**config.mk**
```make
export PLATFORM = sky130hd
export DESIGN_NAME = byte_sum_accumulator
export DESIGN_NICKNAME = d
export VERILOG_FILES = /design/src/rtl/byte_sum_accumulator.sv
export SDC_FILE = /design/constraint.sdc
export NUM_CORES = 1
export LEC_CHECK = 0
export ABC_AREA = 1
export CAP_MARGIN = 0
export CORE_UTILIZATION = 47
export CTS_BUF_LIST = sky130_fd_sc_hd__clkbuf_8
export DETAILED_ROUTE_END_ITERATION = 6
export MAX_ROUTING_LAYER = met4
export PLACE_DENSITY_LB_ADDON = 0.05
export SLEW_MARGIN = 10
export SYNTH_ARGS = -nofsm -noshare
export SYNTH_HDL_FRONTEND = slang
export SYNTH_SLANG_ARGS = --single-unit
```
**constraint.sdc**
```tcl
create_clock -name clk -period 1.6 [get_ports clk]
set_input_delay 0.32 -clock clk [delete_from_list [all_inputs] [get_ports clk]]
set_output_delay 0.32 -clock clk [all_outputs]
set_load 0.005 [all_outputs]
```
**src/rtl/byte_sum_accumulator.sv**
```systemverilog
// byte_sum_accumulator
// Accumulates a frame of unsigned bytes through an 8-bit add with carry-in 0.
// It counts carry-outs and accepted bytes with saturating counters, then
// presents the frame total on a held valid/ready output handshake.
// The full-width total is {out_carries, out_sum} when out_ovf is clear.
module byte_sum_accumulator #(
    parameter int CNT_W = 8
) (
    input  logic             clk,
    input  logic             rst,
    input  logic             in_valid,
    output logic             in_ready,
    input  logic [7:0]       in_data,
    input  logic             in_last,
    output logic             out_valid,
    input  logic             out_ready,
    output logic [7:0]       out_sum,
    output logic [CNT_W-1:0] out_carries,
    output logic [CNT_W-1:0] out_count,
    output logic             out_ovf
);

    typedef enum logic {
        ACCUM = 1'b0,
        HOLD  = 1'b1
    } state_t;

    localparam logic [CNT_W-1:0] CNT_MAX = {CNT_W{1'b1}};
    localparam logic [CNT_W-1:0] CNT_ONE = {{(CNT_W-1){1'b0}}, 1'b1};

    state_t           state;
    state_t           state_next;
    logic [7:0]       acc;
    logic [7:0]       acc_next;
    logic [CNT_W-1:0] carries;
    logic [CNT_W-1:0] carries_next;
    logic [CNT_W-1:0] count;
    logic [CNT_W-1:0] count_next;
    logic             ovf;
    logic             ovf_next;

    logic             accept;
    logic [8:0]       add_result;
    logic [CNT_W:0]   carries_inc;
    logic [CNT_W:0]   count_inc;

    // Saturating increment. The MSB of the result flags an increment that was
    // requested while the counter was already pinned at its maximum.
    function automatic logic [CNT_W:0] sat_inc(
        input logic [CNT_W-1:0] value,
        input logic             inc
    );
        logic [CNT_W:0] res;
        if (!inc) begin
            res = {1'b0, value};
        end else if (value == CNT_MAX) begin
            res = {1'b1, value};
        end else begin
            res = {1'b0, value + CNT_ONE};
        end
        return res;
    endfunction

    // The byte adder and counter updates are always computed; the FSM decides
    // whether they are committed.
    assign accept      = in_valid && (state == ACCUM);
    assign add_result  = {1'b0, acc} + {1'b0, in_data};
    assign carries_inc = sat_inc(carries, add_result[8]);
    assign count_inc   = sat_inc(count, 1'b1);

    // Next-state and register-update logic for the ACCUM/HOLD controller.
    always_comb begin
        state_next   = state;
        acc_next     = acc;
        carries_next = carries;
        count_next   = count;
        ovf_next     = ovf;
        unique case (state)
            ACCUM: begin
                if (accept) begin
                    acc_next     = add_result[7:0];
                    carries_next = carries_inc[CNT_W-1:0];
                    count_next   = count_inc[CNT_W-1:0];
                    ovf_next     = ovf | carries_inc[CNT_W] | count_inc[CNT_W];
                    if (in_last) begin
                        state_next = HOLD;
                    end
                end
            end
            HOLD: begin
                // Result transfer clears everything so no partial sum leaks
                // into the next frame.
                if (out_ready) begin
                    state_next   = ACCUM;
                    acc_next     = 8'd0;
                    carries_next = '0;
                    count_next   = '0;
                    ovf_next     = 1'b0;
                end
            end
            default: begin
                state_next = ACCUM;
            end
        endcase
    end

    // State and accumulator registers; reset discards any partial frame.
    always_ff @(posedge clk or posedge rst) begin
        if (rst) begin
            state   <= ACCUM;
            acc     <= 8'd0;
            carries <= '0;
            count   <= '0;
            ovf     <= 1'b0;
        end else begin
            state   <= state_next;
            acc     <= acc_next;
            carries <= carries_next;
            count   <= count_next;
            ovf     <= ovf_next;
        end
    end

    // Handshake outputs depend on state only, so out_ready never reaches
    // in_ready combinationally.
    assign in_ready    = (state == ACCUM);
    assign out_valid   = (state == HOLD);
    assign out_sum     = acc;
    assign out_carries = carries;
    assign out_count   = count;
    assign out_ovf     = ovf;

endmodule

```
Word level (Yosys, flattened, before mapping). Cells that the tools add are included.

Add/subtract/negate cells: 3. Equality and inequality tests: 7. Muxes and demuxes: 17. Bitwise operators: 3. Reduce and logical (&&, ||, !) cells: 4.

Operators with widths (number): $pmux 8 s2 (3); $mux 8 (4); $mux 9 (3); $add 8x1->8 const B (2); $eq 8x8->1 const B (2); $add 8x8->9 (1); $ne 2x2->1 const B (3); $mux 1 (5); $ne 2x1->1 const B (2); $pmux 1 s2 (2); $reduce_and 4->1 (1); $reduce_and 3->1 (1); $or 1x1->1 (2); $reduce_and 2->1 (1); $logic_and 1x1->1 (1); $not 1->1 (1).

Bits in registers: 26. Bits of input ports: 13. Word-level logic and storage cells: 39.

Logic depth before layout (Yosys ltp).
Word-level depth: 7. Depth in mapped cells: 9.

Worst setup path after synthesis. Ideal clock, no wire load.

Path type: flip-flop to flip-flop. Start: register acc[0] (netlist: out_sum[0]). End: register carries[7] (netlist: out_carries[7]). Arrival time: 1.582 ns. Required time: 1.535 ns. Slack: -0.047 ns. Cell stages (with the launch flop): 10. Path through: dfrtp_1 ha_1 fa_1 nand3_1 nand3_2 nand2_1 nand2_4 nand3_4 nand3_1 nand2_1.

Cells in the longest elaborated chain, start to end: 3.

Ends and longest elaborated chain: start: declaration (line 33) `logic [7:0] acc;`; start signal: assignment (line 117) `acc <= acc_next;`; $add 8x8->9 (line 67) `assign add_result = {1'b0, acc} + {1'b0, in_data};`; $ne 2x1->1 (no line); $reduce_and 4->1 (no line); end signal: assignment (line 118) `carries <= carries_next;`; end: declaration (line 35) `logic [CNT_W-1:0] carries;`.

Every way passes these cells. A chain may end at the register's enable or synchronous reset.

Final worst setup path.
Start: input port in_data[7]. End: register carries[5] (netlist: out_carries[5]).

Cells in the longest elaborated chain, start to end: 3.

Ends and longest elaborated chain: start: declaration (line 13) `input logic [7:0] in_data,`; $add 8x8->9 (line 67); $ne 2x1->1 (no line); $reduce_and 4->1 (no line).

Every way passes these cells.

==> impl_metrics.py <==
metrics = {
    "run_status": {
        "status": "finished, violations left",
        "violations": "setup timing",
    },
    "synthesis": {
        "yosysWarnings": 0,
        "syn_inst": 226,
        "synthDistinctLibCells": 29,
        "synth_area_um2": 1743,
        "synth-seq-cells": 26,
        "synth.area.top_cells": "dfrtp_1 (37%), nand2_1 (14%), ha_1 (7.2%), nand3_1 (7.2%), inv_1 (6.0%)",
        "synth_top_area_share_pct": 37.33,
        "syn_nets": 250,
        "ys_seq_area_share_pct": 37.33,
        "synth_area_per_cell_um2": 7.712,
        "synth_top_cell_by_area": "dfrtp_1",
    },
    "timing": {
        "maxSlewViolCount": 0,
        "fmax_mhz": 601.1,
        "max_slew_margin_pct": 76.63,
        "setup_viol": 10,
        "timing.final.crit_share_pct": 104.0,
        "hold_viol": 0,
        "worst_slack_ns": -0.06371,
        "finalClockSkew_ns": 0.006648,
        "hold-worst-slack_ns": 0.3999,
        "worst_slew_pin_slew_ns": 0.3505,
        "period_minus_slack_ns": 1.664,
        "rsz0062_at_grt": "true",
    },
    "grt": {
        "track_usage_pct": 22.19,
        "grt_max_degree": 27,
        "grt_pass1_wl_mm": 6.900,
        "antenna_found_initial": 0,
        "globalRoute.totalOverflow": 0,
        "grt_pass1_vias": 1594,
    },
    "floorplan": {
        "dieArea_um2": 3956,
        "core_um2": 3442,
        "die_height_um": 62.90,
        "placementRows": 21,
        "initial_utilization_pct": 50.64,
        "die_w_um": 62.90,
        "io_pins": 40,
    },
    "worst_setup_path": {
        "start_kind": "input pin",
        "cp.required_ns": 1.81,
        "slowest_stage": "clkdlybuf4s50_1",
        "path_cells": "clkdlybuf4s50_1, ha_1, nand2_1, inv_1, a21oi_4, nand2_4, nand3_4, nand3_1, nand2_1",
        "cp_data_arrival_time_ns": 1.87,
        "worstSetupPathType": "input pin to flop",
        "crit_top_cell": "nand2_1",
        "end_kind": "flop",
        "cp_max_fo": 8,
        "cpPeakStageDelay_ns": 0.40,
    },
    "cells_and_area": {
        "area_delta_synth_final_pct": 47.38,
        "final_common_cell": "nand2_1",
        "nets": 317,
        "num_antenna_cells": 0,
        "drive_gt1_share_pct": 25.00,
        "final_cell_mix": "nand2_1 (62), clkdlybuf4s50_1 (33), inv_1 (28)",
    },
    "cts": {
        "clock_sinks": 26,
        "cts-root-buf": "clkbuf_8",
        "cts_tree": "done",
        "htree_levels": 1,
        "clk_pin_slew_ns": 0.09,
        "clock_latency_ns": 0.27,
        "numCtsBuffers": 3,
        "clock_path_buffers": 2,
    },
    "pwr": {
        "p_total_mw": 3.331,
        "leakagePower_nw": 1.250,
        "power.density_nw_per_um2": 1297,
        "max-vdd-ir-drop_uv": 732.5,
    },
    "flow_run": {
        "drv_cap": 0,
    },
    "placement": {
        "place_hpwl_mm": 2.793,
        "place_congestion": 0.8473,
        "port_buffers": 39,
    },
    "route": {
        "drt_iter0_markers": 72,
        "drc": 0,
        "dr.pass1.iters": 4,
        "vias_per_cell": 5.083,
        "finalWirelength_mm": 4.174,
        "drtAntennaViolNets": 0,
        "vias": 1718,
        "wl_per_cell_um": 12.35,
    },
    "min_path": {
        "hp-class": "input pin to async pin",
    },
}
## registers in the layout (all words and copies together), names as in the netlist
| signal | flops |
|---|---|
| out_carries | 8 |
| out_count | 8 |
| out_ovf | 1 |
| out_sum | 8 |
| out_valid | 1 |
## through the flow
stage | instance area, µm² | setup TNS, ns | std cells | utilization, % | setup WS (ns)
after floorplan | 1748 | 0 | 226 | - | 0.03128
after global placement | 2333 | -4.952 | 327 | 67.79 | -0.4137
after detailed placement | 2333 | -5.384 | 327 | 67.79 | -0.4581
after CTS | 2454 | -0.3380 | 334 | 71.28 | -0.04854
after global routing | 2569 | -1.218 | 338 | 74.63 | -0.1389
final | 2569 | -0.4783 | 338 | 74.63 | -0.06371
## Yosys cell counts, drive strengths merged
library cell	number
nand2	72
xnor2	3
a31oi	1
clkinv	1
nor2	11
nand3b	2
buf	2
inv	32
xor2	2
a21oi	10
nand4	7
o21ai	12
fa	1
dfrtp	26
nand3	29
o21bai	1
ha	10
a22oi	2
a22o	2
## worst paths after layout
check	from	end	slack [ns]	cells past startpoint
setup / recovery	in_data[7]	out_carries[5]	-0.06	9
hold reg to reg	out_sum[7]	out_sum[7]	0.52	2
setup reg to reg	out_sum[0]	out_carries[5]	-0.05	9
min in group clk	out_sum[7]	out_sum[7]	0.52	2
hold / removal	rst	out_sum[5]	0.40	3
max in group asynchronous	rst	out_carries[7]	0.91	3
## power breakdown
part	switching, mW	total, mW	internal (mW)	leakage [nW]
combinational	0.866	1.89	1.02	0.889
sequential	0.183	1.01	0.828	0.332
clock	0.210	0.429	0.220	0.0288
## cell families after synthesis
group | count (synthesis) | synth area share (%)
compound gates | 28 | 9.763
xor+xnor | 5 | 2.513
fa+ha+maj | 11 | 8.327
buf+inv | 35 | 7.897
flops | 26 | 37.33
simple gates | 121 | 34.17
## what timing repair did
action	CTS	global route
pin swaps	3	5
buffers inserted	2	4
hold buffers	0	0
gates resized for setup	10	22
endpoints found under the setup margin	12	26
cloned	1	0
## area by class of cell
class	count	area [µm²]
Fill cell	288	873.3
Sequential cell	26	658.1
Multi-Input combinational cell	166	1072
Clock buffer	4	55.05
Inverter	33	127.6
Timing Repair Buffer	63	598.1
Tap cell	46	57.56
## metal layers
metal  wire [µm]  global-route usage (%)
met1        2092                   29.62
met2        1898                   36.16
met3         144                   2.555
met4          38                   4.651
met5           0                       -
## worst max-delay path, delay by kind of cell
kind	cells	cell delay, ns
buf+inv	2	0.49
fa+ha+maj	1	0.33
simple gates	5	0.52
compound gates	1	0.21
(Power assumes the default switching activity.)
